### config.mk
export PLATFORM = sky130hd
export DESIGN_NAME = timer_irq_source
export DESIGN_NICKNAME = d
export VERILOG_FILES = /design/src/rtl/timer_irq_source.sv
export SDC_FILE = /design/constraint.sdc
export NUM_CORES = 1
export LEC_CHECK = 0
export ABC_AREA = 1
export BUFFER_PORTS_ARGS = -buffer_cell sky130_fd_sc_hd__buf_4
export CAP_MARGIN = 0
export CORE_MARGIN = 5
export CORE_UTILIZATION = 40
export DETAILED_ROUTE_END_ITERATION = 10
export GPL_TIMING_DRIVEN = 0
export HOLD_SLACK_MARGIN = 0.03
export SYNTH_ARGS = -nofsm -noshare
export SYNTH_HDL_FRONTEND = slang
export SYNTH_SLANG_ARGS = --single-unit
### constraint.sdc
create_clock -name clk -period 2.7 [get_ports clk]
set_input_delay 0.27 -clock clk [delete_from_list [all_inputs] [get_ports clk]]
set_output_delay 0.27 -clock clk [all_outputs]
set_load 0.005 [all_outputs]
### src/rtl/timer_irq_source.sv
// Memory-mapped interval timer: TH reload, TL counter, TCON control/status, registered IRQ.
// Define TIMER_PRESCALE_EN to add the PSC prescaler register at offset 0x0C.
module timer_irq_source #(
  parameter logic [31:0] BASE_ADDR = 32'h4000_0000,
  parameter logic [31:0] RESET_TH  = 32'h0000_0000
) (
  input  logic        clk,
  input  logic        reset,
  input  logic        MemRead,
  input  logic        MemWrite,
  input  logic [31:0] Address,
  input  logic [31:0] WriteData,
  output logic [31:0] ReadData,
  output logic        Hit,
  output logic        IRQ
);

  logic [31:0] th_q, th_d;
  logic [31:0] tl_q, tl_d;
  logic        en_q, en_d;
  logic        ie_q, ie_d;
  logic        st_q, st_d;
  logic        irq_q, irq_d;

  logic [1:0]  regSel;
  logic        wrTh, wrTl, wrTcon;
  logic        tick, wrap;
  logic [31:0] rdMux;
  logic        unused_addr_bits;

  assign unused_addr_bits = ^Address[1:0];

  always_comb begin
    Hit    = (Address[31:4] == BASE_ADDR[31:4]);
    regSel = Address[3:2];
    wrTh   = MemWrite && Hit && (regSel == 2'd0);
    wrTl   = MemWrite && Hit && (regSel == 2'd1);
    wrTcon = MemWrite && Hit && (regSel == 2'd2);
  end

`ifdef TIMER_PRESCALE_EN
  logic [15:0] psc_q, psc_d;
  logic [15:0] pscCnt_q, pscCnt_d;
  logic        wrPsc;

  assign wrPsc = MemWrite && Hit && (regSel == 2'd3);
  assign tick  = en_q && (pscCnt_q == psc_q);

  always_comb begin
    psc_d    = wrPsc ? WriteData[15:0] : psc_q;
    pscCnt_d = pscCnt_q + 16'd1;
    if (wrPsc || wrTl || !en_q || (pscCnt_q == psc_q)) begin
      pscCnt_d = 16'd0;
    end
  end

  always_ff @(posedge clk or posedge reset) begin
    if (reset) begin
      psc_q    <= 16'd0;
      pscCnt_q <= 16'd0;
    end else begin
      psc_q    <= psc_d;
      pscCnt_q <= pscCnt_d;
    end
  end
`else
  assign tick = en_q;
`endif

  assign wrap = tick && (tl_q == 32'hFFFF_FFFF);

  // A TL write overrides both increment and reload; a wrap's status set beats a TCON clear.
  always_comb begin
    th_d  = wrTh ? WriteData : th_q;
    tl_d  = tl_q;
    en_d  = en_q;
    ie_d  = ie_q;
    st_d  = st_q;
    irq_d = st_q;
    if (wrTl) begin
      tl_d = WriteData;
    end else if (wrap) begin
      tl_d = th_q;
    end else if (tick) begin
      tl_d = tl_q + 32'd1;
    end
    if (wrTcon) begin
      en_d = WriteData[0];
      ie_d = WriteData[1];
      st_d = WriteData[2];
    end
    if (wrap && ie_q && !wrTl) begin
      st_d = 1'b1;
    end
  end

  always_ff @(posedge clk or posedge reset) begin
    if (reset) begin
      th_q  <= RESET_TH;
      tl_q  <= 32'd0;
      en_q  <= 1'b0;
      ie_q  <= 1'b0;
      st_q  <= 1'b0;
      irq_q <= 1'b0;
    end else begin
      th_q  <= th_d;
      tl_q  <= tl_d;
      en_q  <= en_d;
      ie_q  <= ie_d;
      st_q  <= st_d;
      irq_q <= irq_d;
    end
  end

  always_comb begin
    rdMux = 32'd0;
    case (regSel)
      2'd0: rdMux = th_q;
      2'd1: rdMux = tl_q;
      2'd2: rdMux = {29'd0, st_q, ie_q, en_q};
`ifdef TIMER_PRESCALE_EN
      2'd3: rdMux = {16'd0, psc_q};
`endif
      default: rdMux = 32'd0;
    endcase
    ReadData = (MemRead && Hit) ? rdMux : 32'd0;
  end

  assign IRQ = irq_q;

endmodule
==> Word-level counts from Yosys, hierarchy flattened <==
Cells that the tools add are included.
{ "classes": {"eq_ne": 4, "addsub": 1, "reduce_logical": 12, "mux": 7} }
{ "op_table": {"columns": ["op", "n"], "rows": [
  ["$mux 32", 4],
  ["$pmux 32 s3", 1],
  ["$add 32x1->32 const B", 1],
  ["$eq 32x32->1 const B", 1],
  ["$eq 28x27->1 const B", 1],
  ["$logic_and 1x1->1", 8],
  ["$reduce_bool 3->1", 1],
  ["$eq 2x1->1 const B", 1],
  ["$eq 2x2->1 const B", 1],
  ["$logic_not 2->1", 1],
  ["$mux 1", 2],
  ["$reduce_bool 2->1", 1],
  ["$logic_not 1->1", 1]
]} }
{ "word_totals": {"ff_bits": 68, "inputBits": 68, "wordCells": 30, "output_inout_bits": 34} }

==> Longest topological paths before layout <==
Gate-level depths: netlist of the first run.
{ "depth": {"ltp_word": 6, "depth_mapped": 12} }

==> Least setup slack after synthesis of the first run <==
No wires, ideal clock.
{ "synth_path": {"path_type": "reg-to-reg", "startpoint": "register tl_q[0]", "endpoint": "register tl_q[7]", "synth_period_minus_slack_ns": 1.643, "setup_slack_ns": 1.057, "path_stages_with_launch": 12, "required_time_ns": 2.631, "arrival_time_ns": 1.574, "setup_ns": 0.069, "path_cell_list": "dfrtp_1 ha_1 nand2_2 nor2_4 nand2_4 nor2_4 buf_6 nand3_4 buf_6 nand2_1 nand4_1 nand3_1"} }
{ "synth_via": {"elab_chain_cells": 4} }
{ "synth_lines": {"columns": ["element", "line_no", "text"], "rows": [
  ["start, declared", "19", "logic [31:0] tl_q, tl_d;"],
  ["start signal, assigned", "107", "tl_q <= tl_d;"],
  ["$add 32x1->32 / $eq 32x32->1 (equally long branches)", "85, 70", null],
  ["$mux 32 / $logic_and 1x1->1 (equally long branches)", "84, 70", null],
  ["$mux 32", "82", "end else if (wrap) begin"],
  ["$mux 32", "80", "if (wrTl) begin"]
]} }
Parallel ways exist; a longest one is shown, timed or not. The select of a mux whose other input is x is not followed.
A chain may end at the register's enable or synchronous reset.

==> Worst setup path after layout of the first run <==
{ "layout_path": {"startpoint": "input Address[3]", "endpoint": "output ReadData[1]"} }
{ "layout_via": {"elab_chain_cells": 3} }
{ "layout_lines": {"columns": ["element", "line_no", "text"], "rows": [
  ["start, declared", "11", "input logic [31:0] Address,"],
  ["$eq 2x2->1, or another cell as far along", "117", "case (regSel)"],
  ["$pmux 32 s3 *", "117", null],
  ["$mux 32 *", "126", "ReadData = (MemRead && Hit) ? rdMux : 32'd0;"],
  ["end, declared", "13", "output logic [31:0] ReadData,"]
]} }
Mark *: on every way between the ends. The rest lies on a longest branch, timed or not.

==> results.yml, run 1 <==
global_routing:
  grt_pass1_vias: 5441
  grt_pass1_wl_mm: 28.9
  antenna_found_initial: 0
  grt_overflow: 0
  grt_max_degree: 47
  globalRouteTotalUtil: 0.250
timing:
  setup_viol: 0
  hold_violations: 0
  fin_crit_ns: 2.31
  grt_setup_unrepaired: "no"
  slew_viol_final: 0
  final.period_utilization: 0.855
  setup_ws_ns: 0.392
  skew_ns: 0.00520
  max_slew.worst_pin.slew_ns: 0.769
  max_freq_mhz: 433
  slew_headroom: 0.486
routing:
  post-route-drc-count: 0
  antenna_left: 0
  routed_via_density: 5.35
  drt_iter0_markers: 572
  num_vias: 5707
  firstDrtPassIters: 5
  drt-total-wl_mm: 18.0
  avgRoutedWirePerCell_um: 16.9
critical_path:
  worstReg2RegEnd: "tl_q[20]"
  rrSetupSlack_ns: 0.64
  crit_type: "in2out"
  r2r_start: "tl_q[0]"
  worst_setup_path_end_kind: "primary output"
  r2r_cells: 9
  cp_max_fo: 10
  worstPathRequired_ns: 2.43
  cp.arrival_ns: 2.04
  worst_setup_path_start_kind: "input port"
yosys:
  yosysSeqAreaShare: 0.342
  synth.area.top_cells: "dfrtp_1, nand2_1, nand3_1, inv_1, nor2_1"
  synthSimpleGateAreaFrac: 0.452
  synth_cell_types: 29
  syn_nets: 850
  synth_top_family_by_area: "simple AND/OR/NAND/NOR gates"
  synth.ff_latch_count: 68
  yosysMostFrequentCell: "nand2_1"
  syn_inst: 781
  ys_warn_count: 0
  yosysTopAreaCellShare: 0.342
  synth_xor_area_frac: 0.0176
  muxShareOfSynthArea: 0
  post-synth-top-area-cell: "dfrtp_1"
  synth_edf_count: 0
  yosys.area_share.adder: 0.00251
  syn_avg_cell_area_sq_um: 6.37
  syn_area_sq_um: 4980
  synthArstFlopShare: 1.00
  ys.flop_type: "dfrtp_1"
  synth_compound_gate_area_share: 0.0852
  yosys-top-cells-count: "nand2_1, nand3_1, inv_1"
layout:
  nets: 962
  post-route-util: 0.517
  drive_above_1_share: 0.183
  n_antenna_cell: 0
  multi_input_area_sq_um: 2770
  regArea_sq_um: 1700
  syn2layout_area_growth_pct: 25.9
  nFillCells: 1256
floorplan:
  coreArea_sq_um: 12100
  die_h_um: 122
  start_util: 0.411
  rows: 40
  die_w_um: 122
  pin_count: 102
  fp.dieArea_sq_um: 14800
placed_design:
  io_buffers: 99
  dp_hpwl_mm: 13.3
  gp_congestion: 0.902
  pre_cts_slack_ns: 0.409
clock_tree:
  cts_setup_buffers: 0
  cts_buffers: 9
  ctsHoldBuffers: 1
  cts_tree: "done"
  clk_pin_slew_ns: 0.06
  cts.repair.resized: 0
  clock_latency_ns: 0.35
  cts_root_buffer: "clkbuf_16"
  cts_max_level: 3
  clk_path_buf_depth: 2
  cts_sinks: 68
status:
  status: "finished clean"
pwr:
  finalPower_mw: 2.39
  power_leakage_nw: 2.93
  power_density_nw_per_um2: 381
  peakVddDrop_mv: 0.205
worst_hold_path:
  worstHoldPathCells: 3
  hold_path.startpoint: "WriteData[10]"
  min_to: "th_q[10]"
  min_path_type: "in2reg"
job:
  cap_violations: 0
==> cells in the final DEF (no fill, tap or decap), drive strengths merged, types with 2 or more instances in the layout <==
master    synthesis  final
a21oi            29     29
a31oi             2      2
buf              19    119
clkbuf           19     29
clkinv            1      2
clkinvlp          0      4
dfrtp            68     68
inv              80     80
nand2           284    284
nand3           102    102
nand3b            2      2
nand4            36     36
nor2             74     74
o21ai            50     50
or2               2      2
xnor2             3      3
xor2              7      7
==> through the flow <==
step | setup TNS [ns] | hold slack, ns | cell area [sq um] | std cells
final | 0 | 0.140 | 6260 | 1066
after global routing | 0 | 0.145 | 6260 | 1066
after CTS | 0 | 0.129 | 6260 | 1066
after detailed placement | 0 | 0.276 | 5960 | 1049
after global placement | -24.21 | 0.407 | 5930 | 1048
after floorplan | 0 | 0.369 | 4980 | 781
==> registers in the layout, indices dropped and copies added (netlist names) <==
register	count
tl_q	32
th_q	32
IRQ	1
en_q	1
irq_d	1
ie_q	1
==> per-layer routing <==
metal / global-route usage / vias to the layer above / wire length, um
met5: 0 / - / 0
met4: 0.0840 / 0 / 351
met3: 0.0436 / 30 / 1410
met2: 0.383 / 266 / 7990
met1: 0.357 / 2678 / 8280
li1: - / 2733 / -
==> kinds of logic after synthesis <==
family,after synthesis
AND/OR/NAND/NOR,500
buffers and inverters,119
AO/OA/AOI/OAI,83
flip-flops,68
XOR/XNOR,10
adder cells (fa/ha/maj),1
==> how the worst max path moves through the flow <==
stage	startpoint	to	slack, ns	cells past startpoint
final	Address[3]	ReadData[1]	0.39	6
after global routing	Address[3]	ReadData[1]	0.25	6
after CTS	Address[29]	ReadData[24]	0.41	9
after detailed placement	Address[29]	ReadData[24]	0.41	9
after global placement	reset	th_q[19]	-0.36	2
after floorplan	reset	IRQ	0.72	1
==> cell type report <==
type,count,share of cell area
multi-input combinational,594,0.443
sequential,68,0.272
timing repair buffer,101,0.125
inverter,81,0.0489
clock buffer,10,0.0365
tap,168,0.0336
buffer,38,0.0316
clock inverter,6,0.0104
==> critical path, cell delays in order <==
cell and delay, ns:
buf_4 0.12, nor2_1 0.60, clkbuf_1 0.55, nand2_1 0.12, a31oi_1 0.23, buf_4 0.14
==> power breakdown <==
group / total (mW) / internal, mW / leakage [nW] / switching [mW]
logic: 0.164 / 0.0763 / 2.01 / 0.0879
registers: 1.02 / 1.02 / 0.790 / 0.0000728
clock network: 1.21 / 0.714 / 0.131 / 0.492
No activity file was read; power rests on OpenSTA's default activity.
==> run 2, diff against run 1 <==
--- a/config.mk
+++ b/config.mk
@@ -5,12 +5,12 @@
 export SDC_FILE = /design/constraint.sdc
 export NUM_CORES = 1
 export LEC_CHECK = 0
-export ABC_AREA = 1
-export BUFFER_PORTS_ARGS = -buffer_cell sky130_fd_sc_hd__buf_4
+export ABC_CLOCK_PERIOD_IN_PS = 2700
 export CAP_MARGIN = 0
 export CORE_MARGIN = 5
 export CORE_UTILIZATION = 40
 export DETAILED_ROUTE_END_ITERATION = 10
+export DONT_BUFFER_PORTS = 1
 export GPL_TIMING_DRIVEN = 0
 export HOLD_SLACK_MARGIN = 0.03
 export SYNTH_ARGS = -nofsm -noshare
==> results.yml, run 2 <==
timing:
  hold_violations: 0
  fin_crit_ns: 2.47
  slew_viol_final: 0
  skew_ns: 0.00580
  max_slew.worst_pin.slew_ns: 0.879
  slew_headroom: 0.414
  max_freq_mhz: 404
  setup_tns_ns: 0
  setup_ws_ns: 0.226
  final.period_utilization: 0.916
  setup_viol: 0
  grt_setup_unrepaired: "no"
routing:
  firstDrtPassIters: 5
  post-route-drc-count: 0
  antenna_left: 0
  drt-total-wl_mm: 13.6
  avgRoutedWirePerCell_um: 21.9
  routed_via_density: 6.06
  num_vias: 3777
  drt_iter0_markers: 225
layout:
  syn2layout_area_growth_pct: 9.91
  nets: 548
  drive_above_1_share: 0.114
  reg_top3: "th_q x32, tl_q x32"
  mostFrequentLayoutCells: "dfrtp_1, mux2i_1, nor2_1"
  fin_cells: 623
  stdcell_area_sq_um: 4890
  n_antenna_cell: 0
  mostFrequentLayoutCell: "dfrtp_1"
global_routing:
  grt_overflow: 0
  grt_pass1_wl_mm: 21.8
  globalRouteTotalUtil: 0.212
  grt_pass1_vias: 3963
  antenna_found_initial: 0
  grt_max_degree: 69
yosys:
  syn_inst: 462
  synth_edf_count: 0
  syn_area_sq_um: 4450
  synth.ff_latch_count: 68
  ys_warn_count: 0
  ys.flop_type: "dfrtp_1"
  yosys-top-cells-count: "dfrtp_1, mux2i_1, nor2_1"
  yosysSeqAreaShare: 0.383
  synth.area.top_cells: "dfrtp_1, mux2i_1, mux2_1, nor2_1, xnor2_1"
  yosysMostFrequentCell: "dfrtp_1"
  post-synth-top-area-cell: "dfrtp_1"
  syn_avg_cell_area_sq_um: 9.62
  synth_cell_types: 50
  syn_nets: 531
  synthArstFlopShare: 1.00
  yosysTopAreaCellShare: 0.383
clock_tree:
  clock_latency_ns: 0.35
  cts_root_buffer: "clkbuf_8"
  clk_pin_slew_ns: 0.07
  cts_sinks: 68
  clk_path_buf_depth: 2
  cts_max_level: 3
  cts_tree: "done"
  cts_buffers: 9
placed_design:
  io_buffers: 0
  pre_cts_slack_ns: 0.125
  gp_congestion: 0.889
  place_inst: 602
  dp_hpwl_mm: 9.63
  place_area_sq_um: 4620
critical_path:
  crit_buf_inv: 2
  slowest_delay_ns: 0.49
  worstPathRequired_ns: 2.90
  worst_setup_path_start_kind: "flip-flop"
  worst_setup_path_end_kind: "flip-flop"
  cp_cell_sequence: "ha_1, and3_1, and4_1, buf_2, and3_1, buf_2, nor2_1, a211oi_1"
  cp_max_fo: 10
  cp.arrival_ns: 2.67
  critPathSlowestCell: "nor2_1"
  crit_type: "reg2reg"
  cp_top_family: "simple AND/OR/NAND/NOR gates"
floorplan:
  start_util: 0.408
  die_w_um: 115
  rows: 38
  die_h_um: 115
  fp.dieArea_sq_um: 13300
  coreArea_sq_um: 10900
  pin_count: 102
pwr:
  finalPower_mw: 1.91
  power_leakage_nw: 2.08
  peakVddDrop_mv: 0.207
  power_density_nw_per_um2: 392
worst_hold_path:
  min_path_type: "in2reg"
job:
  cap_violations: 0
status:
  status: "finished clean"
[run 2: cell types whose count changed in the layout (fill, tap and decap cells not counted), sizes merged, moves of 11 or more]
cell,delta
nand2,-259
buf,-100
nand3,-87
inv,-73
mux2i,+58
mux2,+38
o21ai,-31
nor2,-25
a21oi,-21
nand4,-20
nor3,+15
a211oi,+11
[run 2: layout make-up]
type	instances	area, sq um
fillers	1054	6000
multi-input cells	354	2570
flip-flops and latches	68	1700
clock buffers	14	183
well taps	140	175
plain buffers	33	166
repair buffers	6	57.6
inverters	7	28.8
clock inverters	1	5.00
[run 2: final timing paths]
check / start / end / slack (ns) / cells past startpoint
setup / recovery: tl_q[0] / tl_q[19] / 0.23 / 8
hold / removal: WriteData[0] / en_q / 0.04 / 2
setup reg to reg: tl_q[0] / tl_q[19] / 0.23 / 8
hold reg to reg: irq_d / IRQ / 0.41 / 0
max in group asynchronous: reset / tl_q[18] / 1.54 / 2
min in group asynchronous: reset / tl_q[27] / 0.58 / 2
[run 2: through the flow]
step / utilization / hold slack [ns]
after floorplan: - / 0.373
after global placement: 0.424 / 0.389
after detailed placement: 0.425 / 0.391
after CTS: 0.446 / 0.0319
final: 0.449 / 0.0373
after global routing: 0.449 / 0.0398
[run 2: power breakdown]
group          internal [mW]  switching [mW]
Combinational         0.0252          0.0468
Sequential              1.02       0.0000877
Clock                  0.429           0.396
[run 2: cells by family (layout without fill, tap and decap cells)]
| logic type | Yosys count | count (layout) | synth area share |
|---|---|---|---|
| multiplexers | 96 | 96 | 0.227 |
| AO/OA/AOI/OAI | 63 | 63 | 0.0943 |
| AND/OR/NAND/NOR | 178 | 178 | 0.218 |
| XOR/XNOR | 16 | 16 | 0.0315 |
| adder cells (fa/ha/maj) | 1 | 1 | 0.00281 |
| flip-flops | 68 | 68 | 0.383 |
| buffers and inverters | 40 | 61 | 0.0433 |
[run 2: timing repair]
action | in CTS | in global routing
setup endpoints to repair | 0 | 18
hold buffers | 5 | 0
hold endpoints to repair | 15 | 0
resized for setup | 0 | 2
buffers inserted | 0 | 1
[run 2: metal layers]
metal | GRT usage | up-vias | wire length [um]
li1 | - | 1730 | -
met1 | 0.284 | 1907 | 6000
met2 | 0.342 | 116 | 6440
met3 | 0.0522 | 24 | 946
met4 | 0.0587 | 0 | 238
met5 | 0 | - | 0
